===== src/rtl/pixel_frame_loader_if.sv =====
`default_nettype none
// ============================================================================
// pixel_frame_loader_if : pixel stream, core launch/result and status bundle
// Rev 1.0
// ============================================================================
interface pixel_frame_loader_if #(
    parameter int NPIX = 784
);
    logic            pix_valid;
    logic            pix_sof;
    logic            pix_value;
    logic            pix_ready;
    logic [NPIX-1:0] pixel_data;
    logic            nn_start;
    logic            nn_done;
    logic [3:0]      nn_argmax;
    logic [3:0]      result_digit;
    logic            result_valid;
    logic            busy;
    logic            timeout_err;
    logic            sync_err;

    // master: pixel source plus inference core; slave: the loader
    modport master (
        output pix_valid, pix_sof, pix_value, nn_done, nn_argmax,
        input  pix_ready, pixel_data, nn_start, result_digit, result_valid,
               busy, timeout_err, sync_err
    );

    modport slave (
        input  pix_valid, pix_sof, pix_value, nn_done, nn_argmax,
        output pix_ready, pixel_data, nn_start, result_digit, result_valid,
               busy, timeout_err, sync_err
    );
endinterface
`default_nettype wire


===== src/rtl/pixel_frame_loader.sv =====
`default_nettype none
// ============================================================================
// pixel_frame_loader : packs a raster 1-bit pixel stream into an image,
// launches the inference core and holds its argmax result.   Rev 1.0
// ============================================================================
module pixel_frame_loader #(
    parameter int NPIX    = 784,
    parameter int TIMEOUT = 200000
) (
    input  wire logic            clk,
    input  wire logic            reset,
    pixel_frame_loader_if.slave  bus
);
    localparam int             WDW     = (TIMEOUT > 2) ? $clog2(TIMEOUT) : 1;
    localparam logic [9:0]     LAST    = 10'(NPIX - 1);
    localparam logic [WDW-1:0] WD_LAST = WDW'(TIMEOUT - 1);

    typedef enum logic [1:0] {
        S_IDLE    = 2'd0,
        S_COLLECT = 2'd1,
        S_LAUNCH  = 2'd2,
        S_WAIT_NN = 2'd3
    } state_t;

    state_t          state_q;
    logic [9:0]      cnt_q;
    logic [WDW-1:0]  wd_q;
    logic [NPIX-1:0] pixel_data_q;
    logic            pix_ready_q;
    logic            nn_start_q;
    logic [3:0]      result_digit_q;
    logic            result_valid_q;
    logic            busy_q;
    logic            timeout_err_q;
    logic            sync_err_q;

    logic            xfer;
    assign xfer = bus.pix_valid & pix_ready_q;

    always_ff @(posedge clk) begin
        if (reset) begin
            state_q        <= S_IDLE;
            cnt_q          <= '0;
            wd_q           <= '0;
            pixel_data_q   <= '0;
            pix_ready_q    <= 1'b0;
            nn_start_q     <= 1'b0;
            result_digit_q <= 4'hF;
            result_valid_q <= 1'b0;
            busy_q         <= 1'b0;
            timeout_err_q  <= 1'b0;
            sync_err_q     <= 1'b0;
        end else begin
            nn_start_q <= 1'b0;
            case (state_q)
                S_IDLE: begin
                    pix_ready_q <= 1'b1;
                    if (xfer && bus.pix_sof) begin
                        pixel_data_q[0] <= bus.pix_value;
                        cnt_q           <= 10'd1;
                        state_q         <= S_COLLECT;
                    end
                end
                S_COLLECT: begin
                    if (xfer) begin
                        if (bus.pix_sof) begin
                            pixel_data_q[0] <= bus.pix_value;
                            cnt_q           <= 10'd1;
                            sync_err_q      <= 1'b1;
                        end else begin
                            pixel_data_q[cnt_q] <= bus.pix_value;
                            if (cnt_q == LAST) begin
                                // outputs registered here so they are valid during LAUNCH itself
                                cnt_q          <= '0;
                                state_q        <= S_LAUNCH;
                                nn_start_q     <= 1'b1;
                                busy_q         <= 1'b1;
                                result_valid_q <= 1'b0;
                                pix_ready_q    <= 1'b0;
                            end else begin
                                cnt_q <= cnt_q + 10'd1;
                            end
                        end
                    end
                end
                S_LAUNCH: begin
                    wd_q    <= '0;
                    state_q <= S_WAIT_NN;
                end
                S_WAIT_NN: begin
                    // a done on the timeout cycle still counts as success
                    if (bus.nn_done) begin
                        result_digit_q <= bus.nn_argmax;
                        result_valid_q <= 1'b1;
                        wd_q           <= '0;
                        busy_q         <= 1'b0;
                        pix_ready_q    <= 1'b1;
                        state_q        <= S_IDLE;
                    end else if (wd_q == WD_LAST) begin
                        timeout_err_q <= 1'b1;
                        wd_q          <= '0;
                        busy_q        <= 1'b0;
                        pix_ready_q   <= 1'b1;
                        state_q       <= S_IDLE;
                    end else begin
                        wd_q <= wd_q + 1'b1;
                    end
                end
                default: state_q <= S_IDLE;
            endcase
        end
    end

    assign bus.pix_ready    = pix_ready_q;
    assign bus.pixel_data   = pixel_data_q;
    assign bus.nn_start     = nn_start_q;
    assign bus.result_digit = result_digit_q;
    assign bus.result_valid = result_valid_q;
    assign bus.busy         = busy_q;
    assign bus.timeout_err  = timeout_err_q;
    assign bus.sync_err     = sync_err_q;
endmodule
`default_nettype wire


===== src/flat_wrapper.sv =====
// flat-port wrapper written by rule: the top's interface ports become plain ports
module pixel_frame_loader_flat 
#(
    parameter int NPIX    = 784,
    parameter int TIMEOUT = 200000
)
  (clk, reset, bus_pix_valid, bus_pix_sof, bus_pix_value, bus_nn_done, bus_nn_argmax, bus_pix_ready, bus_pixel_data, bus_nn_start, bus_result_digit, bus_result_valid, bus_busy, bus_timeout_err, bus_sync_err);
  pixel_frame_loader_if #(.NPIX(NPIX)) bus_i ();
  input  wire logic clk;
  input  wire logic reset;
  input wire logic [$bits(bus_i.pix_valid)-1:0] bus_pix_valid;
  input wire logic [$bits(bus_i.pix_sof)-1:0] bus_pix_sof;
  input wire logic [$bits(bus_i.pix_value)-1:0] bus_pix_value;
  input wire logic [$bits(bus_i.nn_done)-1:0] bus_nn_done;
  input wire logic [$bits(bus_i.nn_argmax)-1:0] bus_nn_argmax;
  output wire logic [$bits(bus_i.pix_ready)-1:0] bus_pix_ready;
  output wire logic [$bits(bus_i.pixel_data)-1:0] bus_pixel_data;
  output wire logic [$bits(bus_i.nn_start)-1:0] bus_nn_start;
  output wire logic [$bits(bus_i.result_digit)-1:0] bus_result_digit;
  output wire logic [$bits(bus_i.result_valid)-1:0] bus_result_valid;
  output wire logic [$bits(bus_i.busy)-1:0] bus_busy;
  output wire logic [$bits(bus_i.timeout_err)-1:0] bus_timeout_err;
  output wire logic [$bits(bus_i.sync_err)-1:0] bus_sync_err;
  assign bus_i.pix_valid = bus_pix_valid;
  assign bus_i.pix_sof = bus_pix_sof;
  assign bus_i.pix_value = bus_pix_value;
  assign bus_i.nn_done = bus_nn_done;
  assign bus_i.nn_argmax = bus_nn_argmax;
  assign bus_pix_ready = bus_i.pix_ready;
  assign bus_pixel_data = bus_i.pixel_data;
  assign bus_nn_start = bus_i.nn_start;
  assign bus_result_digit = bus_i.result_digit;
  assign bus_result_valid = bus_i.result_valid;
  assign bus_busy = bus_i.busy;
  assign bus_timeout_err = bus_i.timeout_err;
  assign bus_sync_err = bus_i.sync_err;
  pixel_frame_loader #(.NPIX(NPIX), .TIMEOUT(TIMEOUT)) u_core (.clk(clk), .reset(reset), .bus(bus_i));
endmodule

===== config.mk =====
export PLATFORM = sky130hd
export DESIGN_NAME = pixel_frame_loader_flat
export DESIGN_NICKNAME = d
export VERILOG_FILES = /design/src/rtl/pixel_frame_loader_if.sv /design/src/rtl/pixel_frame_loader.sv /design/src/flat_wrapper.sv
export SDC_FILE = /design/constraint.sdc
export NUM_CORES = 2
export LEC_CHECK = 0
export CAP_MARGIN = 25
export CORE_AREA = 2 2 309 311
export CTS_CLUSTER_SIZE = 16
export DETAILED_ROUTE_END_ITERATION = 8
export DIE_AREA = 0 0 311 313
export HOLD_SLACK_MARGIN = 0.15
export SLEW_MARGIN = 5
export SYNTH_ARGS = -nofsm -noshare
export SYNTH_HDL_FRONTEND = slang
export SYNTH_SLANG_ARGS = --single-unit
export TNS_END_PERCENT = 1

===== constraint.sdc =====
create_clock -name clk -period 2.7 [get_ports clk]
set_clock_uncertainty 0.1 [all_clocks]
set_input_delay 0.27 -clock clk [delete_from_list [all_inputs] [get_ports clk]]
set_output_delay 0.27 -clock clk [all_outputs]
set_load 0.01 [all_outputs]

==> run metrics <==
status=completed; drt pass-1 iters=6; Placed Cells=5832; CTS Hold Bufs=6; Synth Register Bits=824; Fillers=8964; CP peak stage delay=0.65 ns; Core Footprint=94200 sq um; min-delay worst type=in2reg; CTS H-tree lvls=3; number of global-route vias before repair=32700; Area contributors post-synth=dfxtp_1 (51%), a21oi_1 (12%), o21ai_0 (12%), nand3_1 (12%), clkbuf_1 (4.7%); clock-pin slew on the worst setup and hold paths=0.06 ns; first-pass GRT wire length=232000 microns; Via density=5.90; Max-Cap Viols=0; Synth top area share=51.4%; GPL Wtd Cong=0.894; min-delay src=bus_pix_sof; worst path required time=3.10 ns; Pleak=14.2 nW; post-CTS setup buffer count=0; share of cells above drive strength 1=9.32%; # port buffers=803; PwrDens=565 nW/um^2; WL final=163000 microns; post-synthesis instance total=4021; Seq/Total Area, Yosys=51.4%; Tmin final=2.61 ns; worst rel slew slack=35.0%; CTS buffer count=90; critical path's slowest cell=dfxtp_1; sum of buffers and inverters on the critical path=1; Avg WL per Cell=27.1 microns; Worst EP arrival=3.01 ns; unrepaired setup endpoints after global routing=no; top cells by count, synth=dfxtp_1 (824), a21oi_1 (796), o21ai_0 (794), nand3_1 (793), clkbuf_1 (404); worst path cell trace=nand2_1, nor2_1, nand2_2, buf_4, o21ai_0, a21oi_1; ys flop type=dfxtp_1; total vias in the final route=35400; Synth area leader=dfxtp_1; Place WS=0.0554 ns; Post-synth EDFFs=0; Skew-Pair Late Insertion Delay=0.65 ns; die area=97300 sq um; DRC viols=0; GR Overflow Total=0; count leader, synth=dfxtp_1; Hold Crit Depth=4; Worst Reg-to-Reg Cells=6; peak supply drop=457 uV; cts repair resizes=0; Hold Vio Cnt, Final=0; CTS tree=built; post-route setup TNS=0 ns; non-filler cells, final=6000; Final Cycle Share=96.7%; CP top delay family=simple AND/OR/NAND/NOR gates; crit end category=flop; Unique masters post-synth=56; Max FO, Critical Path=23; synth warn=0; all-layer global routing usage=31.6%; DRT iter0 DRCs=5227; post-route antenna net violation count=0; Reg-to-Reg End=u_core.bus.pixel_data[726]; I/O Pins=804; Starting Density=34.1%; Area growth syn-to-layout=42.5%; # setup viols final=0; Netlist Area Pre-Place=32100 sq um; Slew @ Worst Pin=0.975 ns; Slew Limit Fails=0; Root Driver=clkbuf_16; largest net degree at the start of global routing=178; Worst Setup Start Kind=flop; Post-synth ARST share=0%; Nets=4684; hold path endpoint=u_core.bus.sync_err; Post-Syn Area per Cell=7.99 sq um; clk buf depth=3; WS Path Type=reg2reg; Rows=113; Worst R2R Start=u_core.cnt_q[6]; syn nets=4040; initial antenna violation count=8; Die W=311 microns; Worst R2R Setup Slack=0.09 ns; post-detail-place hpwl=105000 microns; clock tree sinks=824; Fmax achieved=0.383 GHz; Setup WS post-layout=0.0903 ns; die height=313 microns
routing by layer:
layer  vias up  global-route usage [%]  share of wire (%)
li1      15600                       -                  -
met3       321                    7.75                 11
met2      2325                    49.6                 45
met1     17200                    41.4                 40
met4         0                    13.6                4.3
met5         -                       0                  0
through the flow:
| stage | cell area, sq um | total power [mW] | hold slack [ns] | util, % |
|---|---|---|---|---|
| finish | 45800 | 25.8 | 0.323 | 48.6 |
| global route | 45800 | 26.5 | 0.355 | 48.6 |
| CTS | 45800 | 25.9 | 0.296 | 48.6 |
| detailed placement | 42700 | 13.3 | 0.352 | 45.3 |
| global placement | 42700 | 13.3 | 0.348 | 45.3 |
| floorplan | 32100 | 13.0 | 0.318 | - |
layout make-up:
type                    count  area, sq um  share of cell area (%)
flip-flops and latches    824        16500                    36.0
clock buffers             136         2680                    5.85
inverters                   8         30.0                  0.0656
well taps                1265         1580                    3.46
multi-input cells        2707        14000                    30.7
repair buffers           1034        10600                    23.1
diodes                      1         2.50                 0.00547
clock inverters            25          372                   0.812
sequential cells by signal (all words and copies together), names as in the netlist, 2 cells and up:
signal / count
u_core.bus.pixel_data: 784
u_core.bus.result_digit: 4
u_core.cnt_q: 10
u_core.wd_q: 18
u_core.state_q: 2
power breakdown:
part | total, mW | switching [mW] | internal, mW
logic | 0.826 | 0.601 | 0.225
registers | 12.2 | 0.0270 | 12.2
clock network | 12.8 | 5.36 | 7.45
total | 25.8 | 5.98 | 19.9
worst reg2reg max path, cell delays in order, from the launching register on:
cell     delay [ns]
dfxtp_1        0.65
nand2_1        0.16
nor2_1         0.43
nand2_2        0.40
buf_4          0.41
o21ai_0        0.24
a21oi_1        0.09
worst max path at each step:
stage	startpoint	to	cells after the start
floorplan	u_core.state_q[1]	u_core.bus.pixel_data[111]	10
global placement	bus_pix_valid	u_core.bus.pixel_data[511]	8
detailed placement	bus_pix_valid	u_core.bus.pixel_data[319]	8
CTS	u_core.cnt_q[6]	u_core.bus.pixel_data[726]	6
global route	u_core.cnt_q[6]	u_core.bus.pixel_data[621]	6
finish	u_core.cnt_q[6]	u_core.bus.pixel_data[726]	6
logic make-up after synthesis:
kind of cell / synth area share, %
adders and majority gates: 0.351
xor gates and xnor gates: 0.327
and+or+nand+nor: 16.4
buffers and inverters: 6.05
DFF: 51.4
AOI/OAI and AO/OA: 25.5
muxes: 0.0974
cell usage in the layout (no fill, tap or decap), types with 10 or more instances in the layout:
cell | netlist | layout
a21oi_1 | 796 | 796
buf_4 | 1 | 163
clkbuf_16 | 0 | 93
dfxtp_1 | 824 | 824
nor3_1 | 15 | 12
nand2_1 | 93 | 87
buf_12 | 0 | 62
nand3_1 | 793 | 791
o21ai_0 | 794 | 794
clkinv_2 | 0 | 13
clkbuf_1 | 404 | 24
nor2_2 | 1 | 16
xnor2_1 | 10 | 10
clkdlybuf4s50_1 | 0 | 801
nor2_1 | 88 | 36
nand4_1 | 20 | 20
clkbuf_8 | 0 | 19
nor2_4 | 0 | 37
Note: power is estimated with default switching activity, not from simulation.
